<file path="config.mk">
export PLATFORM = sky130hd
export DESIGN_NAME = risc19_ctrl
export DESIGN_NICKNAME = d
export VERILOG_FILES = /design/src/rtl/risc19_ctrl.sv
export SDC_FILE = /design/constraint.sdc
export NUM_CORES = 1
export LEC_CHECK = 0
export CELL_PAD_IN_SITES_DETAIL_PLACEMENT = 1
export CELL_PAD_IN_SITES_GLOBAL_PLACEMENT = 2
export CORE_MARGIN = 5
export CORE_UTILIZATION = 21
export CTS_CLUSTER_DIAMETER = 80
export DETAILED_ROUTE_END_ITERATION = 6
export PLACE_DENSITY = 0.73
export RECOVER_POWER = 100
export SYNTH_ARGS = -nofsm -noshare
export SYNTH_HDL_FRONTEND = slang
export SYNTH_SLANG_ARGS = --single-unit
</file>
<file path="constraint.sdc">
create_clock -name clk -period 2 [get_ports clk]
set_input_delay 0.4 -clock clk [delete_from_list [all_inputs] [get_ports clk]]
set_output_delay 0.4 -clock clk [all_outputs]
set_load 0.05 [all_outputs]
</file>
<file path="src/rtl/risc19_ctrl.sv">
// Multi-cycle control unit for the RISC19 datapath: fetches into IR, decodes from IR
// through EXEC/MEM/WB, keeps the flag register FR and a retired-instruction counter.
module risc19_ctrl #(
   parameter int RET_W = 16
) (
   input  logic             clk,
   input  logic             rst,
   input  logic             start,
   input  logic [18:0]      instr,
   input  logic [3:0]       Flag,
   output logic             pc_en,
   output logic             PCSrc,
   output logic             RegC,
   output logic             SBSC,
   output logic             RegWE,
   output logic             CWE,
   output logic             MemWE,
   output logic             DC,
   output logic             DLDM,
   output logic             JMP,
   output logic [4:0]       ALUctrl,
   output logic             busy,
   output logic             halted,
   output logic             illegal,
   output logic [RET_W-1:0] retired
);

   typedef enum logic [2:0] {
      S_IDLE   = 3'd0,
      S_FETCH  = 3'd1,
      S_EXEC   = 3'd2,
      S_MEM    = 3'd3,
      S_WB     = 3'd4,
      S_HALTED = 3'd5
   } state_t;

   localparam logic [4:0] OP_NOP  = 5'b00000;
   localparam logic [4:0] OP_LD   = 5'b10000;
   localparam logic [4:0] OP_LDR  = 5'b10001;
   localparam logic [4:0] OP_ST   = 5'b10010;
   localparam logic [4:0] OP_JMP  = 5'b10011;
   localparam logic [4:0] OP_BEQ  = 5'b10100;
   localparam logic [4:0] OP_BNE  = 5'b10101;
   localparam logic [4:0] OP_BLT  = 5'b10110;
   localparam logic [4:0] OP_HALT = 5'b10111;

   state_t             state_q, state_d;
   logic [18:0]        ir_q, ir_d;
   logic [3:0]         fr_q, fr_d;
   logic [RET_W-1:0]   retired_q, retired_d;

   logic               pc_en_raw, regwe_raw, memwe_raw;

   // Register-field bits of IR and the C/V flags are consumed by the datapath, not here.
   logic               unused_bits;
   assign unused_bits = ^{ir_q[13:0], fr_q[3:2]};

   logic [4:0] op;
   logic       is_alu, is_ld, is_ldr, is_st, is_jmp, is_beq, is_bne, is_blt, is_halt, is_ill;
   logic       br_taken;

   assign op      = ir_q[18:14];
   assign is_alu  = (op != OP_NOP) && !op[4];
   assign is_ld   = (op == OP_LD);
   assign is_ldr  = (op == OP_LDR);
   assign is_st   = (op == OP_ST);
   assign is_jmp  = (op == OP_JMP);
   assign is_beq  = (op == OP_BEQ);
   assign is_bne  = (op == OP_BNE);
   assign is_blt  = (op == OP_BLT);
   assign is_halt = (op == OP_HALT);
   assign is_ill  = (op[4:3] == 2'b11);

   // Branches look only at the latched flags from the last ALU writeback.
   assign br_taken = (is_beq & fr_q[0]) | (is_bne & ~fr_q[0]) | (is_blt & fr_q[1]);

   always_comb begin
      state_d   = state_q;
      ir_d      = ir_q;
      fr_d      = fr_q;
      pc_en_raw = 1'b0;
      regwe_raw = 1'b0;
      memwe_raw = 1'b0;
      PCSrc     = 1'b0;
      RegC      = 1'b0;
      SBSC      = 1'b0;
      CWE       = 1'b0;
      DC        = 1'b0;
      DLDM      = 1'b0;
      JMP       = 1'b0;
      ALUctrl   = 5'd0;
      illegal   = 1'b0;

      case (state_q)
         S_IDLE: begin
            if (start) state_d = S_FETCH;
         end
         S_FETCH: begin
            ir_d    = instr;
            state_d = S_EXEC;
         end
         S_EXEC: begin
            if (is_alu) begin
               ALUctrl = op;
               RegC    = 1'b1;
               state_d = S_WB;
            end else if (is_ld || is_ldr || is_st) begin
               state_d = S_MEM;
            end else if (is_halt) begin
               state_d = S_HALTED;
            end else begin
               // JMP, branches, NOP and undefined opcodes all finish here.
               pc_en_raw = 1'b1;
               PCSrc     = is_jmp | br_taken;
               JMP       = is_jmp;
               illegal   = is_ill;
               state_d   = S_FETCH;
            end
         end
         S_MEM: begin
            if (is_st) begin
               CWE       = 1'b1;
               SBSC      = 1'b1;
               memwe_raw = 1'b1;
               pc_en_raw = 1'b1;
               state_d   = S_FETCH;
            end else begin
               CWE     = is_ld;
               state_d = S_WB;
            end
         end
         S_WB: begin
            regwe_raw = 1'b1;
            DLDM      = ~is_alu;
            pc_en_raw = 1'b1;
            if (is_alu) fr_d = Flag;
            state_d   = S_FETCH;
         end
         S_HALTED: begin
            if (start) begin
               pc_en_raw = 1'b1;
               state_d   = S_FETCH;
            end
         end
         default: state_d = S_IDLE;
      endcase
   end

   // Reset blanks the architectural enables in the very cycle it is asserted.
   assign pc_en = pc_en_raw & rst;
   assign RegWE = regwe_raw & rst;
   assign MemWE = memwe_raw & rst;

   assign busy    = (state_q == S_FETCH) || (state_q == S_EXEC) ||
                    (state_q == S_MEM)   || (state_q == S_WB);
   assign halted  = (state_q == S_HALTED);
   assign retired = retired_q;

   always_comb begin
      retired_d = retired_q;
      if (pc_en_raw && (state_q != S_HALTED))
         retired_d = retired_q + {{(RET_W-1){1'b0}}, 1'b1};
   end

   always_ff @(posedge clk) begin
      if (!rst) begin
         state_q   <= S_IDLE;
         ir_q      <= 19'd0;
         fr_q      <= 4'd0;
         retired_q <= '0;
      end else begin
         state_q   <= state_d;
         ir_q      <= ir_d;
         fr_q      <= fr_d;
         retired_q <= retired_d;
      end
   end

endmodule

</file>
# ---- After elaboration in Yosys (flattened, before gate mapping)
# Cells that the tools add are included.
dict set report totals {
  ff_bits 40
  inputBits 26
  out_inout_bits 34
  wordCells 77
}
dict set report classes {
  n_addsub 1
  eq_ne 16
  n_mux 33
  bitwise 11
  reduce_logical 12
}
# cell count
set op_table {}
lappend op_table {{== test 5 bit (second input constant)} 8}
lappend op_table {{two-way mux 1 bit} 24}
lappend op_table {{adder 16 x 1 -> 16 bit (second input constant)} 1}
lappend op_table {{two-way mux 3 bit} 5}
lappend op_table {{one-hot mux 3 bit (5 select lines)} 1}
lappend op_table {{two-way mux 5 bit} 2}
lappend op_table {{AND 1 bit} 6}
lappend op_table {{== test 3 x 2 -> 1 bit (second input constant)} 2}
lappend op_table {{== test 3 bit (second input constant)} 2}
lappend op_table {{logical OR 1 bit} 5}
lappend op_table {{nonzero test 5 bit} 1}
lappend op_table {{one-hot mux 1 bit (4 select lines)} 1}
lappend op_table {{== test 3 x 1 -> 1 bit (second input constant)} 1}
lappend op_table {{zero test 3 bit} 1}
lappend op_table {{inequality test 3 bit (second input constant)} 1}
lappend op_table {{OR 1 bit} 3}
lappend op_table {{== test 2 bit (second input constant)} 1}
lappend op_table {{logical AND 1 bit} 2}
lappend op_table {{inequality test 2 x 1 -> 1 bit (second input constant)} 1}
lappend op_table {{inverter 1 bit} 2}
lappend op_table {{AND reduction 2 bit} 1}
lappend op_table {{OR reduction 2 bit} 1}
lappend op_table {{zero test 1 bit} 1}

# ---- Longest topological paths before layout
# Gate-level depths: netlist of the first run.
dict set report logic_depth {
  word_depth 9
  ltp_mapped 8
  ltp_nobuf 6
}

# ---- Worst setup path before layout of the first run
# Ideal clock, no wire load.
dict set report synth_timing {
  path_type {reg-to-output}
  start {register ir_q[16]}
  end {output port DLDM}
  arrival_ns 1.912
  required_time_ns 1.600
  path_slack_ns -0.312
  stages_incl_launch_ff 5
  n_path_buf 1
  cell_sequence {dfxtp_1 buf_2 nor2_1 a21oi_1 nor3_1}
}
dict set report synth_between {
  elab_chain_len 4
}
# item line_no
set synth_lines {}
lappend synth_lines {{from (decl)} 48} ;# logic [18:0] ir_q, ir_d;
lappend synth_lines {{from (signal assigned)} 173} ;# ir_q <= ir_d;
lappend synth_lines {{nonzero test 5 bit} 63} ;# assign is_alu = (op != OP_NOP) && !op[4];
lappend synth_lines {{logical AND 1 bit} 63}
lappend synth_lines {{inverter 1 bit} 134} ;# DLDM = ~is_alu;
lappend synth_lines {{two-way mux 1 bit} 94} ;# case (state_q)
lappend synth_lines {{to (decl)} 19} ;# output logic DLDM,
# No other way between the ends.

# ---- Worst setup path in the final report of the first run
dict set report layout_timing {
  start {register ir_q[14]}
  end {output port pc_en}
}
dict set report layout_between {
  elab_chain_len 7
  elab_cells_between_ends 14
  classes_between {eq/ne: 4; mux: 5; bitwise: 1; reduce/logical: 4}
}
# item line_no
set layout_lines {}
lappend layout_lines {{== test 5 bit (on tied branches)} {64, 65}}
lappend layout_lines {{logical OR 1 bit (2 in a row)} 107} ;# end else if (is_ld || is_ldr || is_st) begin
lappend layout_lines {{two-way mux 1 bit} 107}
lappend layout_lines {{two-way mux 1 bit} 103} ;# if (is_alu) begin
lappend layout_lines {{one-hot mux 1 bit (4 select lines) (*)} 94}
lappend layout_lines {{AND 1 bit (*)} 150} ;# assign pc_en = pc_en_raw & rst;
lappend layout_lines {{to (decl)} 11} ;# output logic pc_en,
# Every way passes the cells marked *; elsewhere a longest branch is shown, timed or not.

==> impl_metrics.yaml, run 1 <==
logic_synthesis:
  synth_area_leaders: "dfxtp_1, a21oi_1, nor2_1"
  async_flop_share_pct: 0
  synth-edff-count: 0
  synthFlopType: "dfxtp_1"
  yosysSeqAreaShare_pct: 35.1
  synth_area_leader_cell: "dfxtp_1"
  synth.avg_cell_area_um2: 7.89
  synthCells: 188
  syn_area_mm2: 0.00148
  netlist.area_leader.share_pct: 35.1
  yosysWarnings: 0
  synth_cell_types: 44
  ys_ff_latch: 26
die:
  initial_core_util_pct: 21.7
  pin_count: 60
  dieHeight_um: 94.1
  std_cell_rows: 30
  placeableCoreArea_mm2: 0.00683
  fp.dieArea_mm2: 0.00885
  die_w_um: 94.1
grt:
  grt_max_degree: 31
  grt_usage_pct: 11.4
  grt_pass1_vias: 1678
  grt_overflow: 0
  antenna_found_initial: 0
  grt_pass1_wl_um: 8160
run:
  cap_viol_max_count: 0
sta:
  hold_violations: 0
  finalSetupViolCount: 3
  postLayoutSetupSlackWorst_ns: -0.0319
  post-route-period-util_pct: 102
  slew_headroom_pct: 58.1
  finalCriticalPeriod_ns: 2.03
  fmax_ghz: 0.492
  hold_slack_ns: 0.486
  fin_skew_ns: 0.00168
  tightestPinTransition_ns: 0.631
  rsz0062_at_grt: "true"
  slew_viol_final: 0
  fin_setup_tns_ns: -0.0657
route:
  viasPerCell: 4.56
  top_layer_used: "met4"
  first_iter_violations: 33
  route.met2.wl_um: 2350
  num_vias: 1556
  ant_nets: 0
  dr_wl_met3_um: 128
  firstDrtPassIters: 4
  wl_um: 4780
  wl_met1_um: 2260
  wire_per_inst_um: 14.0
  drc_errors: 0
critical_path:
  crit_required_ns: 1.60
  start_kind: "flop"
  crit_type: "reg2out"
  r2r_setup_slack_ns: -0.01
  arrival_ns: 1.63
  crit_path_end_kind: "output pin"
  path_max_fanout: 7
clock_network:
  path_clk_slew_ns: 0.10
  numCtsBuffers: 3
  htree_levels: 1
  clock_sink_count: 26
  cts_root_buf: "clkbuf_8"
  clock_latency_ns: 0.27
  cts_buffer_depth: 2
  cts_tree: "built"
cells_and_area:
  final_common_cell: "dfxtp_1"
  n_antenna_cell: 0
  fin_area_mm2: 0.00236
  nFillCells: 829
  syn_to_final_growth_pct: 58.8
  drive_gt1_share_pct: 26.9
  fin_nets: 273
  final_cell_mix: "dfxtp_1, buf_4, nor2_1, a21oi_1, clkdlybuf4s50_1"
place:
  place_area_mm2: 0.00229
  io_buffers: 41
  globalplace.congestion: 0.738
  hpwl_um: 3610
status:
  status: "complete, but fails checks"
  violations: "negative setup slack"
pwr:
  pwr_density_cell_mw_per_mm2: 509
  p_leak_uw: 0.000856
  peakVddDrop_uv: 209
hold_path:
  hp-class: "reg2reg"
cell families (layout without fill, tap and decap cells):
logic type / after synthesis / in the layout / share of synthesized area (%)
AOI/OAI and AO/OA: 46 / 46 / 19.0
xor gates and xnor gates: 2 / 2 / 1.18
adders and majority gates: 1 / 1 / 0.843
buffers and inverters: 18 / 74 / 6.49
DFF: 26 / 26 / 35.1
muxes: 9 / 9 / 6.16
other: 1 / 2 / 0.253
and+or+nand+nor: 85 / 85 / 31.0
flip-flops by register name, summed over array words and instances, names as in the netlist:
signal   cells
fr_q         2
ir_q         5
retired     16
state_q      3
final timing paths:
check	start	endpoint	cells after the start
setup / recovery	ir_q[14]	pc_en	6
hold / removal	retired[15]	retired[15]	2
setup reg to reg	ir_q[14]	retired[13]	7
hold reg to reg	retired[15]	retired[15]	2
routing by layer:
metal | track usage [%] | vias up
met2 | 18.4 | 19
li1 | - | 790
met5 | 0 | -
met3 | 2.08 | 2
met4 | 3.25 | 0
met1 | 15.3 | 745
worst max-delay path, cell delays in order (launching register included):
cell	delay (ns)
dfxtp_4	0.38
a21bo_2	0.20
a311oi_2	0.27
buf_4	0.18
a211oi_2	0.08
nor2_4	0.11
buf_12	0.14
report_power, final:
part | switching [uW] | internal [uW]
sequential | 14.4 | 531
clock | 178 | 176
combinational | 172 | 129
area by class of cell:
class,instances,area (um2),area share [%]
sequential,26,528,22.4
multi-input combinational,145,955,40.5
inverter,4,15.0,0.637
clock buffer,4,55.1,2.34
timing repair buffer,66,683,29.0
tap,96,120,5.10
Yosys cell counts (all sizes together) (8+ instances only):
cell   count
a21oi     19
and3       8
buf       10
dfxtp     26
mux2i      8
nand2      9
nand3      8
nor2      23
nor3       8
o21ai     14
or3       10
through the flow:
step / util, % / total power, uW / worst slack, ns / instances
after detailed placement: 33.5 / 846 / 0.0541 / 335
final: 34.5 / 1200 / -0.0319 / 341
after global routing: 34.5 / 1280 / -0.131 / 341
after global placement: 33.5 / 843 / 0.0493 / 335
after CTS: 35.1 / 1230 / -0.0325 / 340
after floorplan: - / 722 / 0.00972 / 189
timing repair:
| action | CTS | global route |
|---|---|---|
| hold endpoints to repair | 0 | 0 |
| pin swaps | 1 | 1 |
| hold buffers | 0 | 0 |
| resized for setup | 14 | 13 |
| endpoints found under the setup margin | 10 | 18 |
| buffers inserted | 1 | 1 |
(Power assumes the default switching activity.)
==> run 2, diff against run 1 <==
--- a/config.mk
+++ b/config.mk
@@ -5,6 +5,7 @@
 export SDC_FILE = /design/constraint.sdc
 export NUM_CORES = 1
 export LEC_CHECK = 0
+export CAP_MARGIN = 10
 export CELL_PAD_IN_SITES_DETAIL_PLACEMENT = 1
 export CELL_PAD_IN_SITES_GLOBAL_PLACEMENT = 2
 export CORE_MARGIN = 5
@@ -13,6 +14,7 @@
 export DETAILED_ROUTE_END_ITERATION = 6
 export PLACE_DENSITY = 0.73
 export RECOVER_POWER = 100
+export SLEW_MARGIN = 20
 export SYNTH_ARGS = -nofsm -noshare
 export SYNTH_HDL_FRONTEND = slang
 export SYNTH_SLANG_ARGS = --single-unit
==> results of run 2 <==
No change in the layout: final DEF, timing and power equal those of run 1.
